$ cat src/rtl/sumador_pkg.sv
// sumador_pkg: shared defaults, stage-1 state encoding and low-half sum helper
package sumador_pkg;
    localparam int DATA_W_DEF = 4;
    localparam int CNT_W_DEF = 8;
    typedef enum logic [1:0] {ST_EMPTY = 2'd0, ST_ONE = 2'd1, ST_FULL = 2'd2} state_t;
    // Sum of the low l bits of a and b; bit l of the result is the carry.
    function automatic logic [32:0] low_sum(input logic [31:0] a, input logic [31:0] b, input int l);
        logic [31:0] m;
        m = (l >= 32) ? '1 : (32'd1 << l) - 32'd1;
        return {1'b0, a & m} + {1'b0, b & m};
    endfunction
endpackage

$ cat src/rtl/etapa1_entrada_if.sv
// etapa1_entrada_if: operand handshake in, partial-result bundle out
interface etapa1_entrada_if import sumador_pkg::*; #(
    parameter int DATA_W = DATA_W_DEF,
    parameter int CNT_W = CNT_W_DEF
);
    logic [DATA_W-1:0] dataA, dataB, dataA_d, dataB_d;
    logic [DATA_W/2-1:0] sum10_d;
    logic valid_in, ready_out, ready_d, valid_d, acarreo_d;
    logic [CNT_W-1:0] ops_count;
    modport master(output dataA, dataB, valid_in, ready_d,
                   input ready_out, valid_d, dataA_d, dataB_d, sum10_d, acarreo_d, ops_count);
    modport slave(input dataA, dataB, valid_in, ready_d,
                  output ready_out, valid_d, dataA_d, dataB_d, sum10_d, acarreo_d, ops_count);
endinterface

$ cat src/rtl/skid_reg2.sv
// skid_reg2: two-entry valid/ready skid buffer; in_ready is decoded from state only
module skid_reg2 import sumador_pkg::*; #(
    parameter int W = 8
) (
    input  logic         clk,
    input  logic         reset,
    input  logic [W-1:0] in_data,
    input  logic         in_valid,
    output logic         in_ready,
    output logic [W-1:0] out_data,
    output logic         out_valid,
    input  logic         out_ready
);
    state_t state_q, state_d;
    logic [W-1:0] skid_q;
    logic acc, drn, ld_out, ld_skid, mv;
    assign in_ready = state_q != ST_FULL;
    assign out_valid = state_q != ST_EMPTY;
    assign acc = in_valid && in_ready;
    assign drn = out_valid && out_ready;
    always_comb begin
        state_d = state_q == ST_EMPTY ? (acc ? ST_ONE : ST_EMPTY)
                : state_q == ST_ONE ? (acc && !drn ? ST_FULL : !acc && drn ? ST_EMPTY : ST_ONE)
                : (drn ? ST_ONE : ST_FULL);
        ld_out = acc && (state_q == ST_EMPTY || drn);
        ld_skid = acc && state_q == ST_ONE && !drn;
        mv = state_q == ST_FULL && drn;
    end
    always_ff @(posedge clk) begin
        if (reset) begin
            state_q <= ST_EMPTY;
            out_data <= '0;
            skid_q <= '0;
        end else begin
            state_q <= state_d;
            if (ld_out) out_data <= in_data;
            else if (mv) out_data <= skid_q;
            if (ld_skid) skid_q <= in_data;
        end
    end
endmodule

$ cat src/rtl/etapa1_entrada.sv
// etapa1_entrada: first adder stage; low-half sum/carry computed on entry and
// carried with the operands through a 2-entry skid buffer, plus an accept counter
module etapa1_entrada import sumador_pkg::*; #(
    parameter int DATA_W = DATA_W_DEF,
    parameter int CNT_W = CNT_W_DEF
) (
    input logic clk,
    input logic reset,
    etapa1_entrada_if.slave bus
);
    localparam int L = DATA_W / 2;
    localparam int W = 2 * DATA_W + L + 1;
    logic [L:0] low;
    logic [W-1:0] in_bundle, out_bundle;
    assign low = (L+1)'(low_sum(32'(bus.dataA), 32'(bus.dataB), L));
    assign in_bundle = {bus.dataA, bus.dataB, low};
    skid_reg2 #(.W(W)) u_skid (
        .clk(clk),
        .reset(reset),
        .in_data(in_bundle),
        .in_valid(bus.valid_in),
        .in_ready(bus.ready_out),
        .out_data(out_bundle),
        .out_valid(bus.valid_d),
        .out_ready(bus.ready_d)
    );
    assign {bus.dataA_d, bus.dataB_d, bus.acarreo_d, bus.sum10_d} = out_bundle;
    always_ff @(posedge clk) begin
        if (reset) bus.ops_count <= '0;
        else if (bus.valid_in && bus.ready_out) bus.ops_count <= bus.ops_count + 1'b1;
    end
endmodule

$ cat src/flat_wrapper.sv
// flat-port wrapper written by rule: the top's interface ports become plain ports
module etapa1_entrada_flat import sumador_pkg::*;
#(
    parameter int DATA_W = DATA_W_DEF,
    parameter int CNT_W = CNT_W_DEF
)
  (clk, reset, bus_dataA, bus_dataB, bus_valid_in, bus_ready_d, bus_ready_out, bus_valid_d, bus_dataA_d, bus_dataB_d, bus_sum10_d, bus_acarreo_d, bus_ops_count);
  etapa1_entrada_if #(.DATA_W(DATA_W), .CNT_W(CNT_W)) bus_i ();
  input logic clk;
  input logic reset;
  input wire logic [$bits(bus_i.dataA)-1:0] bus_dataA;
  input wire logic [$bits(bus_i.dataB)-1:0] bus_dataB;
  input wire logic [$bits(bus_i.valid_in)-1:0] bus_valid_in;
  input wire logic [$bits(bus_i.ready_d)-1:0] bus_ready_d;
  output wire logic [$bits(bus_i.ready_out)-1:0] bus_ready_out;
  output wire logic [$bits(bus_i.valid_d)-1:0] bus_valid_d;
  output wire logic [$bits(bus_i.dataA_d)-1:0] bus_dataA_d;
  output wire logic [$bits(bus_i.dataB_d)-1:0] bus_dataB_d;
  output wire logic [$bits(bus_i.sum10_d)-1:0] bus_sum10_d;
  output wire logic [$bits(bus_i.acarreo_d)-1:0] bus_acarreo_d;
  output wire logic [$bits(bus_i.ops_count)-1:0] bus_ops_count;
  assign bus_i.dataA = bus_dataA;
  assign bus_i.dataB = bus_dataB;
  assign bus_i.valid_in = bus_valid_in;
  assign bus_i.ready_d = bus_ready_d;
  assign bus_ready_out = bus_i.ready_out;
  assign bus_valid_d = bus_i.valid_d;
  assign bus_dataA_d = bus_i.dataA_d;
  assign bus_dataB_d = bus_i.dataB_d;
  assign bus_sum10_d = bus_i.sum10_d;
  assign bus_acarreo_d = bus_i.acarreo_d;
  assign bus_ops_count = bus_i.ops_count;
  etapa1_entrada #(.DATA_W(DATA_W), .CNT_W(CNT_W)) u_core (.clk(clk), .reset(reset), .bus(bus_i));
endmodule
$ cat config.mk
export PLATFORM = sky130hd
export DESIGN_NAME = etapa1_entrada_flat
export DESIGN_NICKNAME = d
export VERILOG_FILES = /design/src/rtl/sumador_pkg.sv /design/src/rtl/etapa1_entrada_if.sv /design/src/rtl/skid_reg2.sv /design/src/rtl/etapa1_entrada.sv /design/src/flat_wrapper.sv
export SDC_FILE = /design/constraint.sdc
export NUM_CORES = 1
export LEC_CHECK = 0
export CORE_MARGIN = 10
export CORE_UTILIZATION = 45
export CTS_CLUSTER_DIAMETER = 100
export CTS_CLUSTER_SIZE = 25
export DETAILED_ROUTE_END_ITERATION = 10
export PLACE_DENSITY = 0.7
export SYNTH_ARGS = -nofsm -noshare
export SYNTH_HDL_FRONTEND = slang
export SYNTH_SLANG_ARGS = --single-unit
$ cat constraint.sdc
create_clock -name clk -period 2.9 [get_ports clk]
set_input_delay 0.725 -clock clk [delete_from_list [all_inputs] [get_ports clk]]
set_output_delay 0.725 -clock clk [all_outputs]
set_load 0.01 [all_outputs]
==> results.json, run 1 <==
{
  "ys_types": 36,
  "drt_drc_violations_left": 0,
  "synthToLayoutAreaGrowth_pct": 27.4,
  "worstMarginPinSlew_ns": 0.646,
  "hold_start": "u_core.u_skid.out_data[10]$_SDFFE_PP0P_",
  "cts_buffers": 5,
  "hold_path_end": "u_core.u_skid.out_data[10]$_SDFFE_PP0P_",
  "synthMuxAreaShare_pct": 1.32,
  "synth_seq_area_share_pct": 42.1,
  "cts_setup_buffers": 0,
  "final_cell_mix": "nand2_1, clkdlybuf4s50_1, dfxtp_1",
  "switchingPower_uw": 255,
  "period_needed_ns": 2.33,
  "rsz0062_at_grt": "false",
  "grt_start_max_net_pins": 21,
  "port_buffers": 32,
  "die_h_um": 78.1,
  "clkTransAtPathRegs_ns": 0.10,
  "netlist_area_mm2": 0.00152,
  "cp-start-kind": "flip-flop",
  "hp-class": "reg -> reg",
  "timing.rr.end": "u_core.u_skid.out_data[6]$_SDFFE_PP0P_",
  "ir_worst_vdd_mv": 0.246,
  "reg2reg_from": "u_core.u_skid.state_q[1]$_SDFF_PP0_",
  "start_util_pct": 45.9,
  "clkPwrFrac_pct": 37.5,
  "syn-num-nets": 178,
  "ys_seq_elements": 32,
  "fmax_mhz": 430,
  "dieArea_mm2": 0.00610,
  "syn_inst": 163,
  "final_layout_size_suffix_gt1_share_pct": 19.2,
  "synth_compound_area_share_pct": 24.4,
  "wl_per_cell_um": 15.2,
  "drt-pass1-iter-count": 4,
  "finalWirelength_um": 3640,
  "finalCritPeriodShare_pct": 80.2,
  "n_antenna_cell": 0,
  "power.density_mw_per_mm2": 529,
  "hold_depth": 2,
  "synthTopCellsByArea": "dfxtp_1, o221ai_2, nand2_1, a21oi_2, a21oi_1",
  "swShare_pct": 24.9,
  "slew_headroom_pct": 56.8,
  "die_x_um": 78.1,
  "critPathKind": "reg -> out",
  "num_rows": 21,
  "final_util_pct": 58.5,
  "finalWeightedCongestion": 0.743,
  "worstPathRequired_ns": 2.17,
  "cts_tree": "done",
  "antenna_found_initial": 0,
  "grt.total_usage_pct": 12.4,
  "clock_skew_ns": 0.00617,
  "htree_levels": 2,
  "yosys.area_share.xor_xnor_pct": 2.88,
  "p_comb_share_pct": 16.2,
  "rrSetupSlack_ns": 1.33,
  "finalHoldViolCount": 0,
  "layout_commonest_cell": "nand2_1",
  "drt_iter0_markers": 105,
  "ys_warn_count": 0,
  "synth-simple-area-share_pct": 19.6,
  "postCtsResizedCells": 0,
  "grt_first_pass_wirelength_um": 6200,
  "p_int_uw": 769,
  "finalSetupViolCount": 0,
  "avgSynthCellArea_um2": 9.33,
  "fillers": 330,
  "cp_max_fo": 9,
  "cap_violations": 0,
  "vias": 1267,
  "io_pins": 33,
  "worst_r2r_path_depth": 4,
  "setup_tns_ns": 0,
  "yosysTopAreaCell": "dfxtp_1",
  "fin_nets": 207,
  "cp-end-kind": "primary output",
  "clk_latency_ns": 0.33,
  "status": "finished clean",
  "overflow": 0,
  "synth_top_cell_area_share_pct": 42.1,
  "synthAdderAreaFrac_pct": 2.96,
  "seqCellArea_um2": 641,
  "clock_sink_count": 32,
  "multi_input_area_um2": 777,
  "place_hpwl_um": 2580,
  "clk_path_buf_depth": 2,
  "grt_pass1_vias": 1298,
  "holdBufCountCts": 0,
  "synth_top_family_by_area": "compound AO/OA/AOI/OAI gates",
  "p_leak_nw": 0.651,
  "drtAntennaViolNets": 0,
  "core_mm2": 0.00331,
  "worstPathArrival_ns": 1.60,
  "cts-root-buf": "clkbuf_4",
  "finalMaxSlewViolations": 0,
  "vias_per_cell": 5.30,
  "sequentialPowerShare_pct": 46.3,
  "power_mw": 1.02
}
[flip-flops by register name (all words and copies together) (netlist names)]
| register | flops |
|---|---|
| u_core.u_skid.state_q | 2 |
| u_core.bus.ops_count | 8 |
| u_core.u_skid.out_data | 11 |
| u_core.u_skid.skid_q | 11 |
[area by class of cell]
cell class	count	area share [%]
multi-input combinational	116	40.1
sequential	32	33.1
timing repair buffer	36	18.7
clock buffer	7	3.36
tap	46	2.97
clock inverter	1	1.55
inverter	1	0.194
[routing by layer]
| metal | part of all wire (%) | GRT usage, % | up-vias |
|---|---|---|---|
| met3 | 7.8 | 6.04 | 6 |
| met1 | 44 | 13.9 | 587 |
| li1 | - | - | 630 |
| met4 | 1.3 | 4.48 | 0 |
| met5 | 0 | 0 | - |
| met2 | 47 | 20.0 | 44 |
[how the worst max path moves through the flow]
stage | endpoint | slack (ns) | start | cells past startpoint
2_1_floorplan | u_core.u_skid.out_data[1]$_SDFFE_PP0P_ | 1.12 | bus_dataB[0] | 4
3_3_place_gp | u_core.u_skid.out_data[1]$_SDFFE_PP0P_ | 0.62 | bus_dataB[0] | 5
3_5_place_dp | u_core.u_skid.skid_q[6]$_SDFFE_PP0P_ | 0.59 | bus_valid_in | 5
4_1_cts | bus_ready_out | 0.56 | u_core.u_skid.state_q[0]$_SDFF_PP0_ | 2
5_1_grt | bus_ready_out | 0.46 | u_core.u_skid.state_q[0]$_SDFF_PP0_ | 2
6_report | bus_ready_out | 0.57 | u_core.u_skid.state_q[0]$_SDFF_PP0_ | 2
[cells in the mapped netlist (all sizes together)]
master,number
nand2,38
dfxtp,32
a21oi,25
buf,11
o221ai,11
nor2,8
xor2,4
and3,3
clkbuf,3
nand4,3
o21ai,3
ha,2
mux2i,2
nand3,2
nor3,2
o21a,2
or3,2
a311oi,1
a41o,1
and2,1
and4,1
fa,1
inv,1
nand2b,1
or2,1
or2b,1
xnor2,1
[power groups by stage]
stage | combinational (mW) | sequential [mW] | clock (mW)
floorplan | 0.100 | 0.486 | 0
global placement | 0.163 | 0.483 | 0
CTS | 0.168 | 0.474 | 0.394
finish | 0.166 | 0.474 | 0.385
detailed placement | 0.167 | 0.484 | 0
global route | 0.181 | 0.478 | 0.415
[cell families (layout without fill, tap and decap cells)]
logic type | Yosys count | after routing
fa+ha+maj | 3 | 3
compound gates | 43 | 43
simple gates | 63 | 63
flops | 32 | 32
buf+inv | 15 | 45
mux | 2 | 2
xor+xnor | 5 | 5
[worst max-delay path, stage by stage (launching register included)]
cell and delay, ns:
dfxtp_1 0.47, nand2b_4 0.24, clkdlybuf4s50_1 0.56
[per-stage QoR]
step / hold WS [ns] / cells / cell area, µm² / setup slack [ns]
2_1_floorplan: 0.436 / 163 / 1520 / 1.12
3_3_place_gp: 0.443 / 231 / 1840 / 0.625
3_5_place_dp: 0.450 / 231 / 1840 / 0.586
4_1_cts: 0.467 / 239 / 1940 / 0.555
5_1_grt: 0.486 / 239 / 1940 / 0.455
6_report: 0.464 / 239 / 1940 / 0.574
(Power assumes the default switching activity.)
==> run 2: changes to the inputs <==
==> constraint.sdc (replaced) <==
create_clock -name clk -period 2.2 [get_ports clk]
set_input_delay 0.55 -clock clk [delete_from_list [all_inputs] [get_ports clk]]
set_output_delay 0.55 -clock clk [all_outputs]
set_load 0.01 [all_outputs]
==> results.json, run 2 (synthesized netlist as in run 1, its figures left out) <==
{
  "status": "finished clean",
  "hp-class": "reg -> reg",
  "finalMaxSlewViolations": 0,
  "power.density_mw_per_mm2": 598,
  "final_layout_size_suffix_gt1_share_pct": 20.8,
  "worstPathRequired_ns": 1.65,
  "drt_iter0_markers": 51,
  "final_util_pct": 57.8,
  "n_antenna_cell": 0,
  "num_rows": 21,
  "layout_commonest_cell": "nand2_1",
  "grt_pass1_vias": 1286,
  "drt-pass1-iter-count": 4,
  "finalWirelength_um": 3630,
  "clock_sink_count": 32,
  "vias": 1292,
  "ir_worst_vdd_mv": 0.378,
  "overflow": 0,
  "worst_slack_ns": 0.122,
  "cp-end-kind": "primary output",
  "reg_top3": "u_core.u_skid.out_data: 11 flops, u_core.u_skid.skid_q: 11 flops, u_core.bus.ops_count: 8 flops",
  "htree_levels": 2,
  "finalSetupViolCount": 0,
  "clkTransAtPathRegs_ns": 0.09,
  "grt_first_pass_wirelength_um": 6130,
  "core_mm2": 0.00331,
  "vias_per_cell": 5.32,
  "grt.total_usage_pct": 12.1,
  "start_util_pct": 45.9,
  "drtAntennaViolNets": 0,
  "fin_area_mm2": 0.00191,
  "finalWeightedCongestion": 0.728,
  "dpl_cell_area_mm2": 0.00187,
  "cp-start-kind": "flip-flop",
  "cts_tree": "done",
  "cp_max_fo": 8,
  "wl_per_cell_um": 14.9,
  "clock_skew_ns": 0.00740,
  "slew_headroom_pct": 74.2,
  "rsz0062_at_grt": "false",
  "critPathKind": "reg -> out",
  "clk_path_buf_depth": 2,
  "io_pins": 33,
  "setup_tns_ns": 0,
  "synthToLayoutAreaGrowth_pct": 25.9,
  "dp_cells": 236,
  "die_h_um": 78.1,
  "port_buffers": 32,
  "finalNonFillerCells": 243,
  "dieArea_mm2": 0.00610,
  "period_needed_ns": 2.08,
  "place_hpwl_um": 2640,
  "drt_drc_violations_left": 0,
  "die_x_um": 78.1,
  "clk_latency_ns": 0.32,
  "cts_buffers": 5,
  "final_cell_mix": "nand2_1, clkdlybuf4s50_1, dfxtp_1",
  "worstMarginPinSlew_ns": 0.385,
  "cts_setup_buffers": 0,
  "power_mw": 1.15,
  "cts-root-buf": "clkbuf_4",
  "cap_violations": 0,
  "p_leak_nw": 0.647,
  "whs_ns": 0.465,
  "worstPathArrival_ns": 1.53,
  "finalCritPeriodShare_pct": 94.5,
  "finalHoldViolCount": 0,
  "grt_start_max_net_pins": 20,
  "fmax_mhz": 481,
  "antenna_found_initial": 0,
  "dpl_worst_slack_ns": 0.0862,
  "fin_nets": 212
}
run 2: cell count changes in the layout (fill, tap and decap cells not counted), sizes merged:
cell	delta
buf	+5
bufinv	-1
clkbuf	-1
clkinv	+1
run 2: metal layers:
metal	global-route usage [%]	vias to the layer above	routed length, µm
li1	-	640	-
met1	12.8	607	1490
met2	20.7	41	1780
met3	6.26	4	333
met4	3.41	0	29
met5	0	-	0
run 2: repair_timing:
action | 4_1_cts | 5_1_grt
setup endpoints to repair | 0 | 1
hold buffers | 0 | 0
resized for setup | 0 | 1
run 2: cell type report:
cell class / count / area (µm²)
fillers: 313 / 1400
multi-input cells: 116 / 777
flip-flops and latches: 32 / 642
repair buffers: 41 / 388
well taps: 46 / 57.6
clock buffers: 6 / 41.3
clock inverters: 1 / 5.00
inverters: 1 / 3.75
run 2: power by group:
group | switching, mW | internal [mW]
logic | 0.114 | 0.113
registers | 0.0201 | 0.605
clock network | 0.176 | 0.117
total | 0.310 | 0.836
run 2: final timing paths:
kind | from | end | slack [ns] | depth (start not counted)
worst max register to register | u_core.u_skid.state_q[1]$_SDFF_PP0_ | u_core.u_skid.out_data[1]$_SDFFE_PP0P_ | 0.80 | 5
worst max-delay path | u_core.u_skid.state_q[1]$_SDFF_PP0_ | bus_valid_d | 0.12 | 2
worst min-delay path | u_core.u_skid.out_data[8]$_SDFFE_PP0P_ | u_core.u_skid.out_data[8]$_SDFFE_PP0P_ | 0.46 | 2
worst min register to register | u_core.u_skid.out_data[8]$_SDFFE_PP0P_ | u_core.u_skid.out_data[8]$_SDFFE_PP0P_ | 0.46 | 2
run 2: worst max-delay path, cell delays in order, from the launching register on:
cell and delay (ns):
dfxtp_1 0.52, or2_2 0.18, clkdlybuf4s50_1 0.52
